**src/rtl/tnnseq_frame_driver_if.sv**
```systemverilog
// Feature-stream and result-stream handshakes between the host side and the frame driver.
interface tnnseq_frame_driver_if #(
  parameter int unsigned FeatBits = 4,
  parameter int unsigned ClsW     = 3
) ();
  logic                s_valid;
  logic                s_ready;
  logic [FeatBits-1:0] s_feat;
  logic                m_valid;
  logic                m_ready;
  logic [ClsW-1:0]     m_class;

  modport slave (
    input  s_valid, s_feat, m_ready,
    output s_ready, m_valid, m_class
  );

  modport master (
    output s_valid, s_feat, m_ready,
    input  s_ready, m_valid, m_class
  );
endinterface

```
**src/rtl/tnnseq_frame_driver.sv**
```systemverilog
// Collects one sample of streamed features, runs the sequential ternary engine for its fixed
// latency and hands back the captured class index over a valid/ready port.
module tnnseq_frame_driver #(
  parameter int unsigned FeatCnt   = 128,
  parameter int unsigned FeatBits  = 4,
  parameter int unsigned HiddenCnt = 40,
  parameter int unsigned ClassCnt  = 6,
  parameter int unsigned ClsW      = $clog2(ClassCnt),
  parameter int unsigned EngineLat = FeatCnt + HiddenCnt
) (
  input  logic                        clk_i,
  input  logic                        rst_ni,
  tnnseq_frame_driver_if.slave        bus,
  output logic [FeatCnt*FeatBits-1:0] eng_data_o,
  output logic                        eng_rst_o,
  input  logic [ClsW-1:0]             eng_pred_i,
  output logic                        busy_o,
  output logic [15:0]                 frame_cnt_o
);
  localparam int unsigned BeatW = (FeatCnt > 1) ? $clog2(FeatCnt) : 1;
  localparam int unsigned CycW  = (EngineLat > 1) ? $clog2(EngineLat) : 1;
  localparam logic [BeatW-1:0] BeatLast = BeatW'(FeatCnt - 1);
  localparam logic [CycW-1:0]  CycLast  = CycW'(EngineLat - 1);

  localparam logic [1:0] StLoad  = 2'd0;
  localparam logic [1:0] StStart = 2'd1;
  localparam logic [1:0] StRun   = 2'd2;
  localparam logic [1:0] StHold  = 2'd3;

  logic [1:0]                  state_q, state_d;
  logic [BeatW-1:0]            beat_q, beat_d;
  logic [CycW-1:0]             cyc_q, cyc_d;
  logic [FeatCnt*FeatBits-1:0] data_q, data_d;
  logic                        m_valid_q, m_valid_d;
  logic [ClsW-1:0]             cls_q, cls_d;
  logic [15:0]                 fcnt_q, fcnt_d;

  always_comb begin
    state_d   = state_q;
    beat_d    = beat_q;
    cyc_d     = cyc_q;
    data_d    = data_q;
    m_valid_d = m_valid_q;
    cls_d     = cls_q;
    fcnt_d    = fcnt_q;
    case (state_q)
      StLoad: begin
        if (bus.s_valid) begin
          data_d[int'(beat_q) * FeatBits +: FeatBits] = bus.s_feat;
          if (beat_q == BeatLast) begin
            beat_d  = '0;
            state_d = StStart;
          end else begin
            beat_d = beat_q + 1'b1;
          end
        end
      end
      StStart: begin
        cyc_d   = '0;
        state_d = StRun;
      end
      StRun: begin
        // The prediction is only meaningful on the final engine cycle.
        if (cyc_q == CycLast) begin
          cls_d     = eng_pred_i;
          m_valid_d = 1'b1;
          cyc_d     = '0;
          state_d   = StHold;
        end else begin
          cyc_d = cyc_q + 1'b1;
        end
      end
      StHold: begin
        if (m_valid_q && bus.m_ready) begin
          m_valid_d = 1'b0;
          fcnt_d    = fcnt_q + 16'd1;
          state_d   = StLoad;
        end
      end
      default: state_d = StLoad;
    endcase
  end

  always_ff @(posedge clk_i) begin
    if (!rst_ni) begin
      state_q   <= StLoad;
      beat_q    <= '0;
      cyc_q     <= '0;
      data_q    <= '0;
      m_valid_q <= 1'b0;
      cls_q     <= '0;
      fcnt_q    <= '0;
    end else begin
      state_q   <= state_d;
      beat_q    <= beat_d;
      cyc_q     <= cyc_d;
      data_q    <= data_d;
      m_valid_q <= m_valid_d;
      cls_q     <= cls_d;
      fcnt_q    <= fcnt_d;
    end
  end

  assign bus.s_ready  = (state_q == StLoad);
  assign bus.m_valid  = m_valid_q;
  assign bus.m_class  = cls_q;
  assign eng_data_o   = data_q;
  assign eng_rst_o    = (state_q != StRun);
  assign busy_o       = (state_q != StLoad);
  assign frame_cnt_o  = fcnt_q;
endmodule

```
**src/flat_wrapper.sv**
```systemverilog
// flat-port wrapper written by rule: the top's interface ports become plain ports
module tnnseq_frame_driver_flat 
#(
  parameter int unsigned FeatCnt   = 128,
  parameter int unsigned FeatBits  = 4,
  parameter int unsigned HiddenCnt = 40,
  parameter int unsigned ClassCnt  = 6,
  parameter int unsigned ClsW      = $clog2(ClassCnt),
  parameter int unsigned EngineLat = FeatCnt + HiddenCnt
)
  (clk_i, rst_ni, eng_data_o, eng_rst_o, eng_pred_i, busy_o, frame_cnt_o, bus_s_valid, bus_s_feat, bus_m_ready, bus_s_ready, bus_m_valid, bus_m_class);
  tnnseq_frame_driver_if #(.FeatBits(FeatBits), .ClsW(ClsW)) bus_i ();
  input  logic clk_i;
  input  logic rst_ni;
  output logic [FeatCnt*FeatBits-1:0] eng_data_o;
  output logic eng_rst_o;
  input  logic [ClsW-1:0] eng_pred_i;
  output logic busy_o;
  output logic [15:0] frame_cnt_o;
  input wire logic [$bits(bus_i.s_valid)-1:0] bus_s_valid;
  input wire logic [$bits(bus_i.s_feat)-1:0] bus_s_feat;
  input wire logic [$bits(bus_i.m_ready)-1:0] bus_m_ready;
  output wire logic [$bits(bus_i.s_ready)-1:0] bus_s_ready;
  output wire logic [$bits(bus_i.m_valid)-1:0] bus_m_valid;
  output wire logic [$bits(bus_i.m_class)-1:0] bus_m_class;
  assign bus_i.s_valid = bus_s_valid;
  assign bus_i.s_feat = bus_s_feat;
  assign bus_i.m_ready = bus_m_ready;
  assign bus_s_ready = bus_i.s_ready;
  assign bus_m_valid = bus_i.m_valid;
  assign bus_m_class = bus_i.m_class;
  tnnseq_frame_driver #(.FeatCnt(FeatCnt), .FeatBits(FeatBits), .HiddenCnt(HiddenCnt), .ClassCnt(ClassCnt), .ClsW(ClsW), .EngineLat(EngineLat)) u_core (.clk_i(clk_i), .rst_ni(rst_ni), .bus(bus_i), .eng_data_o(eng_data_o), .eng_rst_o(eng_rst_o), .eng_pred_i(eng_pred_i), .busy_o(busy_o), .frame_cnt_o(frame_cnt_o));
endmodule
```
**config.mk**
```make
export PLATFORM = sky130hd
export DESIGN_NAME = tnnseq_frame_driver_flat
export DESIGN_NICKNAME = d
export VERILOG_FILES = /design/src/rtl/tnnseq_frame_driver_if.sv /design/src/rtl/tnnseq_frame_driver.sv /design/src/flat_wrapper.sv
export SDC_FILE = /design/constraint.sdc
export NUM_CORES = 1
export LEC_CHECK = 0
export CORE_ASPECT_RATIO = 1.4
export CORE_UTILIZATION = 30
export DETAILED_ROUTE_END_ITERATION = 10
export SYNTH_ARGS = -nofsm -noshare
export SYNTH_HDL_FRONTEND = slang
export SYNTH_SLANG_ARGS = --single-unit
```
**constraint.sdc**
```tcl
create_clock -name clk_i -period 3.75 [get_ports clk_i]
set_input_delay 0.375 -clock clk_i [delete_from_list [all_inputs] [get_ports clk_i]]
set_output_delay 0.375 -clock clk_i [all_outputs]
set_load 0.005 [all_outputs]
```
==> results of run 1 <==
==> path summary, 6_finish.rpt <==
path,cells after the start,endpoint,slack [ps],from
setup / recovery,10,u_core.eng_data_o[489],360,u_core.beat_q[1]
hold / removal,3,u_core.eng_data_o[133],140,rst_ni
setup reg to reg,10,u_core.eng_data_o[489],360,u_core.beat_q[1]
hold reg to reg,2,u_core.eng_data_o[106],460,u_core.eng_data_o[106]
==> logic make-up after synthesis <==
family	count (synthesis)	share of synthesized area, %
simple gates	848	18.70
flops	549	50.96
mux	519	24.10
buf+inv	142	2.715
compound gates	58	2.083
xor+xnor	24	0.9746
fa+ha+maj	8	0.4641
==> placed cells by master (no fill, tap or decap), drive strengths merged, types with 7 or more instances in the layout <==
cell type and count:
nor2b 11, a21boi 10, and3 12, clkinv 23
nand4 11, clkbuf 70, xor2 13, a211oi 10
and2 15, clkdlybuf4s50 544, buf 35, inv 16
nor3 14, o21ai 11, bufinv 7, nand3 45
nand2b 9, nor4 24, dfxtp 549, nand2 595
nor2 91, mux2i 517, xnor2 11, ha 8
==> Yosys cell counts, drive strengths merged (3+ instances only) <==
cell type,number
dfxtp,549
nor3,14
buf,18
mux2i,517
or4,4
a21boi,10
a2111oi,3
nor2b,11
inv,14
nand3,45
o211ai,6
nand4,11
a21oi,6
or3,5
nand2,595
ha,8
a211oi,10
o21ai,11
nand2b,9
and4,3
clkbuf,110
and2,15
xnor2,11
xor2,13
nor4,24
or2,4
nor2,91
and3,12
==> layer usage <==
layer	vias to the layer above	track usage (%)	wire, µm
met4	2	8.620	3122
met5	-	0	11
met2	519	38.78	40560
li1	8239	-	-
met1	8460	22.66	30680
met3	137	5.499	4887
==> stage by stage <==
stage / setup WS, ps / util (%) / hold WS (ps) / area [µm²] / instances
after floorplan: 626.8 / - / 451.1 / 21570 / 2148
after global placement: 422.6 / 39.29 / 442.1 / 28000 / 3543
after detailed placement: 290.6 / 39.29 / 445.7 / 28000 / 3543
after CTS: 277.6 / 41.98 / 114.7 / 29920 / 3647
after global routing: 94.15 / 41.99 / 147.8 / 29930 / 3647
final: 357.8 / 41.99 / 141.8 / 29930 / 3647
==> sequential cells by signal, indices dropped and copies added, names as in the netlist <==
name,count
u_core.eng_data_o,512
u_core.cyc_q,8
u_core.frame_cnt_o,16
u_core.bus.m_valid,1
u_core.beat_q,7
u_core.bus.m_class,3
u_core.state_q,2
==> worst max-delay path, stage by stage, from the launching register on <==
cell and delay [ps]:
sky130_fd_sc_hd__dfxtp_1 480, sky130_fd_sc_hd__inv_1 80, sky130_fd_sc_hd__ha_1 320, sky130_fd_sc_hd__and3_1 210, sky130_fd_sc_hd__ha_1 290, sky130_fd_sc_hd__and3b_1 290, sky130_fd_sc_hd__nand2_1 200, sky130_fd_sc_hd__buf_4 270
sky130_fd_sc_hd__a211oi_1 570, sky130_fd_sc_hd__nand3_1 370, sky130_fd_sc_hd__mux2i_1 200
==> report_power, final <==
part	internal [W]	total (W)	switching, W	leakage [nW]
Sequential	0.00584	0.00586	0.0000144	4.42
Clock	0.00338	0.00584	0.00246	0.953
Combinational	0.000210	0.000999	0.000788	5.69
==> repair_timing <==
action                                  4_1_cts  5_1_grt
resized for setup                             0        1
hold buffers                                  0        0
endpoints found under the hold margin         0        0
endpoints found under the setup margin        0        5
==> area by class of cell <==
class	instances	area, µm²
fill	6915	41340
clock buffer	70	1524
sequential	549	10990
timing repair buffer	579	5741
multi-input combinational	1457	10040
tap	944	1181
inverter	14	52.55
clock inverter	34	394.1
==> summary.md, run 1 <==
| Metric | Value |
|---|---|
| Result of the run | `finished, violations left` |
| Failing checks | `design-rule violations` |
| Worst rel slew slack | `11.45%` |
| Mean cell area of the mapped netlist | `10.04 µm²` |
| Number of nets with antenna violations after detailed routing | `0` |
| EDFF count, synth | `0` |
| Worst skew pair latency | `640 ps` |
| Die Ht | `319.2 µm` |
| Proportion of register bits with asynchronous set or reset after synthesis | `0%` |
| Clock Path Buffers | `3` |
| Data arrival time of the critical path | `3900 ps` |
| Via count of the first global-routing pass | `17.95k` |
| # rows | `116` |
| Worst-case clock skew | `16.70 ps` |
| Largest cells by area after synthesis | `sky130_fd_sc_hd__dfxtp_1, sky130_fd_sc_hd__mux2i_1, sky130_fd_sc_hd__nand2_1` |
| Number of top-level design ports | `546` |
| Horizontal extent of the die | `228.6 µm` |
| Total standard cell area after synthesis | `21570 µm²` |
| Final number of setup-violating endpoints | `0` |
| Leakage | `11.06 nW` |
| Share of final-layout standard cells stronger than drive strength 1 | `7.436%` |
| Power Density | `424.3 nW/µm²` |
| CTS root buffer | `sky130_fd_sc_hd__clkbuf_16` |
| WL/cell | `21.73 µm` |
| Slew at the pin closest to its max-slew limit | `1328 ps` |
| Initial antenna violation count | `1` |
| Post-layout power | `0.01270 W` |
| Number of levels in the clock H-tree | `2` |
| Maximum clock rate | `294.8 MHz` |
| Max-Cap Viols | `0` |
| Most area-hungry cell type in the Yosys netlist | `sky130_fd_sc_hd__dfxtp_1` |
| Total die area | `72980 µm²` |
| Last weighted congestion value of the routability-driven placer | `0.8742` |
| Post-route setup TNS | `0 ps` |
| Unrepaired setup endpoints after global routing | `no` |
| Core Footprint | `71260 µm²` |
| Antenna diodes | `0` |
| Crit-path max FO | `11` |
| Final worst-path cycle share | `90.46%` |
| TritonCTS clock tree | `yes` |
| Share of synthesized area occupied by flip-flops and latches | `50.96%` |
| Crit Path Class | `reg2reg` |
| Slew Limit Fails | `0` |
| Number of optimization iterations in the first detailed-route pass | `8` |
| Tightest Hold Check Type | `in2reg` |
| Gr usage total | `21.10%` |
| Nets | `2675` |
| 1st-iter DRT viols | `825` |
| Critical Path Start Type | `register` |
| Starting density of the core | `30.26%` |
| Final min period | `3392 ps` |
| Most used flip-flop cell after synthesis | `sky130_fd_sc_hd__dfxtp_1` |
| Clock slew at the register clock pins of the worst setup and hold paths | `60 ps` |
| Number of clock sinks | `549` |
| Synthesis warning total | `0` |
| Post-route DRC | `1` |
| Data required, critical path | `4260 ps` |
| Distinct cell type count after synthesis | `57` |
| Number of nets produced by synthesis | `2167` |
| Total detailed-routing wirelength | `79.26 mm` |
| Post-CTS setup buffer count | `0` |
| Worst-case vdd ir drop | `372.6 µV` |
| Port-buffer cells | `545` |
| CTS Buf Count | `55` |
| Congestion Overflow GR | `0` |
| Pin count of the biggest net entering global routing | `263` |
| Fraction of synthesized cell area taken by the top area cell type | `50.96%` |
| Relative area change from synthesis to final layout | `38.75%` |
| Yosys reg bits | `549` |
| HPWL after detailed placement | `57.66 mm` |
| Post-synthesis instance total | `2148` |
| Via count of the routed design | `17.36k` |
| Detail-routed via count per cell | `4.759` |
| Number of hold violations in the final report | `0` |
| Wire length of the first global-routing pass | `116.4 mm` |
| CP Capture Type | `register` |
Power figures use the tool's default switching activity.
==> inputs of run 2 (changes only) <==
Settings changed: SLEW_MARGIN set to 20.
==> run 2 against run 1 <==
The flow still finishes with violations (design-rule violations). Via count hardly changed. Sequential power barely moved. Final area up 0.15%. Die area did not move. Final cell count is essentially flat. Clock-buffer cell count grew 6.
==> summary.md, run 2 (synthesis gave the netlist of run 1 again) <==
| Metric | Value |
|---|---|
| Final worst-path cycle share | `92.24%` |
| # rows | `116` |
| Maximum clock rate | `289.1 MHz` |
| Worst rel slew slack | `28.36%` |
| Placed standard-cell area | `28020 µm²` |
| Crit-path max FO | `11` |
| Post-layout instance area | `29970 µm²` |
| Die Ht | `319.2 µm` |
| Number of hold violations in the final report | `0` |
| Failing checks | `design-rule violations` |
| Total detailed-routing wirelength | `78.78 mm` |
| Largest stage delay on the critical path | `610 ps` |
| 1st-iter DRT viols | `740` |
| Tightest Hold Check Type | `in2reg` |
| Worst setup path startpoint | `u_core.beat_q[1]` |
| Initial antenna violation count | `2` |
| Nets | `2677` |
| Result of the run | `finished, violations left` |
| Endpoint of the most critical setup path | `u_core.eng_data_o[489]` |
| Clock slew at the register clock pins of the worst setup and hold paths | `60 ps` |
| Total die area | `72980 µm²` |
| Number of top-level design ports | `546` |
| Congestion Overflow GR | `0` |
| TritonCTS clock tree | `yes` |
| Number of optimization iterations in the first detailed-route pass | `8` |
| Post-route setup TNS | `0 ps` |
| Leakage | `11.06 nW` |
| Post-route DRC | `1` |
| Crit Path Class | `reg2reg` |
| Data required, critical path | `4250 ps` |
| Number of nets with antenna violations after detailed routing | `0` |
| Relative area change from synthesis to final layout | `38.96%` |
| Fill cells | `6874` |
| Max FFs per register | `512` |
| CTS Hold Bufs | `0` |
| Pin count of the biggest net entering global routing | `263` |
| Detail-routed via count per cell | `4.758` |
| Number of buffer and inverter instances along the worst setup path | `2` |
| Worst skew pair latency | `620 ps` |
| CP top delay family | `simple AND/OR/NAND/NOR gates` |
| Crit-path cells | `inv_1, ha_1, and3_1, ha_1, and3b_1, nand2_1, buf_4, a211oi_1, nand3_1, mux2i_1` |
| Number of cells traversed by the worst register-to-register path | `10` |
| Worst-case vdd ir drop | `343.3 µV` |
| CP Capture Type | `register` |
| Crit path top cell by count | `sky130_fd_sc_hd__ha_1` |
| RR Startpoint | `u_core.beat_q[1]` |
| Worst-case clock skew | `16.09 ps` |
| HPWL after detailed placement | `57.69 mm` |
| Capture point of the worst reg-to-reg path | `u_core.eng_data_o[489]` |
| Clock Path Buffers | `3` |
| CTS Buf Count | `55` |
| Horizontal extent of the die | `228.6 µm` |
| Cell count along the critical path | `10` |
| Most frequent cells in the layout | `sky130_fd_sc_hd__nand2_1, sky130_fd_sc_hd__dfxtp_1, sky130_fd_sc_hd__clkdlybuf4s50_1, sky130_fd_sc_hd__mux2i_1, sky130_fd_sc_hd__nor2_1` |
| Share of final-layout standard cells stronger than drive strength 1 | `7.183%` |
| WL/cell | `21.61 µm` |
| Via count of the routed design | `17.34k` |
| CTS root buffer | `sky130_fd_sc_hd__clkbuf_16` |
| Number of levels in the clock H-tree | `2` |
| Critical Path Start Type | `register` |
| Final min period | `3459 ps` |
| Number of clock sinks | `549` |
| Final number of setup-violating endpoints | `0` |
| Antenna diodes | `0` |
| Slew at the pin closest to its max-slew limit | `1075 ps` |
| Port-buffer cells | `545` |
| Critical path's slowest cell | `sky130_fd_sc_hd__a211oi_1` |
| Unrepaired setup endpoints after global routing | `no` |
| Core Footprint | `71260 µm²` |
| Starting density of the core | `30.26%` |
| Max-Cap Viols | `0` |
| Slew Limit Fails | `0` |
| R2R Setup Slk | `290 ps` |
| Post-CTS setup buffer count | `0` |
| Last weighted congestion value of the routability-driven placer | `0.8742` |
| Critical hold path startpoint | `rst_ni` |
| Data arrival time of the critical path | `3960 ps` |
| Wire length of the first global-routing pass | `115.5 mm` |
| Via count of the first global-routing pass | `17.76k` |
| Power Density | `426.0 nW/µm²` |
| Worst hold margin | `146.3 ps` |
| Gr usage total | `20.97%` |
| Leading cell type in the layout, fill and taps excluded | `sky130_fd_sc_hd__nand2_1` |
-- run 2: cell types whose count changed in the layout (fill, tap and decap cells not counted) --
cell / previous run / this run
sky130_fd_sc_hd__clkinv_2: 16 / 7
sky130_fd_sc_hd__inv_6: 1 / 3
sky130_fd_sc_hd__clkbuf_16: 56 / 55
sky130_fd_sc_hd__bufinv_16: 7 / 9
sky130_fd_sc_hd__clkinv_4: 6 / 1
sky130_fd_sc_hd__buf_12: 2 / 3
sky130_fd_sc_hd__clkinv_8: 1 / 0
sky130_fd_sc_hd__clkinvlp_4: 2 / 4
sky130_fd_sc_hd__buf_16: 0 / 1
sky130_fd_sc_hd__clkbuf_1: 7 / 12
sky130_fd_sc_hd__inv_8: 1 / 0
sky130_fd_sc_hd__clkbuf_8: 7 / 9
-- run 2: metrics by stage --
step / cells / utilization, % / setup WS (ps) / total power (W)
6_report: 3645 / 42.06 / 290.9 / 0.01277
5_1_grt: 3645 / 42.06 / 32.52 / 0.01322
4_1_cts: 3644 / 42.00 / 279.0 / 0.01293
3_5_place_dp: 3544 / 39.32 / 306.1 / 0.007025
3_3_place_gp: 3543 / 39.29 / 422.6 / 0.006992
2_1_floorplan: 2148 / - / 626.8 / 0.006603
-- run 2: layer usage --
layer / vias to the layer above / global-route usage (%) / part of all wire (%)
met1: 8467 / 22.94 / 39
li1: 8238 / - / -
met3: 131 / 5.329 / 5.9
met2: 502 / 38.22 / 51
met5: - / 0 / 0.034
met4: 4 / 8.367 / 3.9
-- run 2: power by group --
group          internal [W]  switching [W]  total [W]
clock               0.00350        0.00239    0.00589
combinational      0.000232       0.000789    0.00102
sequential          0.00585      0.0000143    0.00586
-- run 2: layout make-up --
cell class | instances | area, µm² | share of cell area (%)
Sequential cell | 549 | 10990 | 36.67
Multi-Input combinational cell | 1457 | 10040 | 33.51
Timing Repair Buffer | 581 | 5788 | 19.31
Clock buffer | 76 | 1545 | 5.156
Tap cell | 944 | 1181 | 3.941
Clock inverter | 24 | 370.4 | 1.236
Inverter | 14 | 52.55 | 0.1753
-- run 2: how the worst min path moves through the flow --
stage,cells past startpoint,end
3_5_place_dp,2,u_core.eng_data_o[55]
3_3_place_gp,2,u_core.eng_data_o[232]
5_1_grt,2,u_core.beat_q[1]
2_1_floorplan,2,u_core.eng_data_o[100]
6_report,2,u_core.beat_q[1]
4_1_cts,2,u_core.beat_q[1]
-- run 2: what timing repair did --
| item | 4_1_cts | 5_1_grt |
|---|---|---|
| hold endpoints to repair | 0 | 0 |
| gates resized for setup | 0 | 1 |
| setup endpoints to repair | 0 | 1 |
==> inputs of run 3 (changes only) <==
==> constraint.sdc (replaced) <==
create_clock -name clk_i -period 3.75 [get_ports clk_i]
set_input_delay 0.75 -clock clk_i [delete_from_list [all_inputs] [get_ports clk_i]]
set_output_delay 0.75 -clock clk_i [all_outputs]
set_load 0.005 [all_outputs]
==> run 3 against run 2 <==
The flow still finishes with violations (design-rule violations). Combinational power about the same. Worst hold slack better by 310 ps. Sequential power about the same. Final cell count unchanged. Flip-flop and latch count unchanged. Clock power down 1%. Via count about the same. Utilization down 0.067 points. Sequential share of layout area up 0.058 points. Critical path depth down 1. Largest power group is now sequential cells.
==> summary.md, run 3 (synthesis gave the netlist of run 1 again) <==
| Metric | Value |
|---|---|
| Number of levels in the clock H-tree | `2` |
| Gr usage total | `21.19%` |
| Worst skew pair latency | `630 ps` |
| Slew at the pin closest to its max-slew limit | `1110 ps` |
| Placed standard-cell area | `28020 µm²` |
| Final number of setup-violating endpoints | `0` |
| CTS Buf Count | `55` |
| Leading cell type in the layout, fill and taps excluded | `sky130_fd_sc_hd__nand2_1` |
| Worst-case vdd ir drop | `408.5 µV` |
| Post-route DRC | `1` |
| Clock Path Buffers | `3` |
| CTS root buffer | `sky130_fd_sc_hd__clkbuf_16` |
| Largest stage delay on the critical path | `630 ps` |
| CTS Hold Bufs | `0` |
| # rows | `116` |
| Horizontal extent of the die | `228.6 µm` |
| Last weighted congestion value of the routability-driven placer | `0.8624` |
| WL/cell | `21.86 µm` |
| Final worst-path cycle share | `88.81%` |
| Crit path top cell by count | `sky130_fd_sc_hd__ha_1` |
| Wire length of the first global-routing pass | `116.4 mm` |
| Unrepaired setup endpoints after global routing | `no` |
| HPWL after detailed placement | `57.75 mm` |
| Sequential cell area | `10990 µm²` |
| Min setup slack post-route | `419.5 ps` |
| Data arrival time of the critical path | `3880 ps` |
| Via count of the first global-routing pass | `17.75k` |
| Total area of multi-input combinational cells | `10040 µm²` |
| Core Footprint | `71260 µm²` |
| Post-layout power | `0.01266 W` |
| Post-place setup slack | `170.1 ps` |
| Max FFs per register | `512` |
| Final min period | `3331 ps` |
| Die Ht | `319.2 µm` |
| Antenna diodes | `0` |
| Fill cells | `6861` |
| Total detailed-routing wirelength | `79.68 mm` |
| Crit-path cells | `inv_1, ha_1, and3_1, ha_1, buf_4, nor3_1, o211ai_2, nor2_1, mux2i_1` |
| Pin count of the biggest net entering global routing | `245` |
| Relative area change from synthesis to final layout | `38.74%` |
| Power Density | `423.3 nW/µm²` |
| Port-buffer cells | `545` |
| TritonCTS clock tree | `yes` |
| Maximum clock rate | `300.3 MHz` |
| Critical path's slowest cell | `sky130_fd_sc_hd__nor2_1` |
| Total die area | `72980 µm²` |
| Data required, critical path | `4300 ps` |
| Worst-case clock skew | `31.87 ps` |
| Congestion Overflow GR | `0` |
| Critical Path Start Type | `register` |
| Max-Cap Viols | `0` |
| Post-layout instance area | `29920 µm²` |
| Crit Path Class | `reg2reg` |
| Worst rel slew slack | `25.82%` |
| Number of hold violations in the final report | `0` |
| Number of optimization iterations in the first detailed-route pass | `10` |
| Number of nets with antenna violations after detailed routing | `0` |
| Initial antenna violation count | `4` |
| Result of the run | `finished, violations left` |
| Number of clock sinks | `549` |
| CP Capture Type | `register` |
| Tightest Hold Check Type | `reg2reg` |
| Failing checks | `design-rule violations` |
| Starting density of the core | `30.26%` |
| Crit-path max FO | `11` |
| Number of top-level design ports | `546` |
| Via count of the routed design | `17.36k` |
| Detail-routed via count per cell | `4.762` |
| Most frequent cells in the layout | `sky130_fd_sc_hd__nand2_1, sky130_fd_sc_hd__dfxtp_1, sky130_fd_sc_hd__clkdlybuf4s50_1, sky130_fd_sc_hd__mux2i_1, sky130_fd_sc_hd__nor2_1` |
| Nets | `2678` |
| Share of final-layout standard cells stronger than drive strength 1 | `6.997%` |
| Leakage | `11.03 nW` |
| 1st-iter DRT viols | `835` |
| Post-route setup TNS | `0 ps` |
| Slew Limit Fails | `0` |
| Clock slew at the register clock pins of the worst setup and hold paths | `60 ps` |
| Share of the core filled with cells | `41.99%` |
==> run 3: final timing paths <==
path              slack [ps]  cells past startpoint                      to                   start
hold / removal           460                      2  u_core.eng_data_o[306]  u_core.eng_data_o[306]
setup reg to reg         420                      9  u_core.eng_data_o[453]        u_core.beat_q[1]
setup / recovery         420                      9  u_core.eng_data_o[453]        u_core.beat_q[1]
hold reg to reg          460                      2  u_core.eng_data_o[306]  u_core.eng_data_o[306]
==> run 3: final cells by class <==
cell class	count	share of cell area [%]
flip-flops and latches	549	36.73
inverters	14	0.1756
well taps	944	3.947
repair buffers	582	19.37
multi-input cells	1457	33.55
clock inverters	15	0.8990
clock buffers	84	5.331
==> run 3: where the power goes <==
part	switching, W	internal [W]
logic	0.000778	0.000217
clock network	0.00241	0.00340
registers	0.0000153	0.00584
total	0.00320	0.00947
==> run 3: what timing repair did <==
item,4_1_cts,5_1_grt
endpoints found under the setup margin,0,8
setup buffers,0,1
gates resized for setup,0,1
==> run 3: critical path: cells and delay by family (launching register included) <==
kind | cells | cell delay, ps
flip-flops | 1 | 490
adder cells (fa/ha/maj) | 2 | 600
AO/OA/AOI/OAI | 1 | 390
buffers and inverters | 2 | 260
AND/OR/NAND/NOR | 3 | 1250
multiplexers | 1 | 270
==> run 3: per-stage QoR <==
| stage | cells | hold slack, ps |
|---|---|---|
| after floorplan | 2148 | 451.1 |
| after global placement | 3544 | 442.3 |
| after detailed placement | 3544 | 445.2 |
| after CTS | 3643 | 456.1 |
| after global routing | 3645 | 467.7 |
| final | 3645 | 455.3 |
==> run 3: metal layers <==
layer,share of wire [%],up-vias,GRT usage [%]
li1,-,8234,-
met1,39,8436,23.51
met2,50,529,37.76
met3,6.0,150,5.266
met4,4.6,8,9.694
met5,0.080,-,0
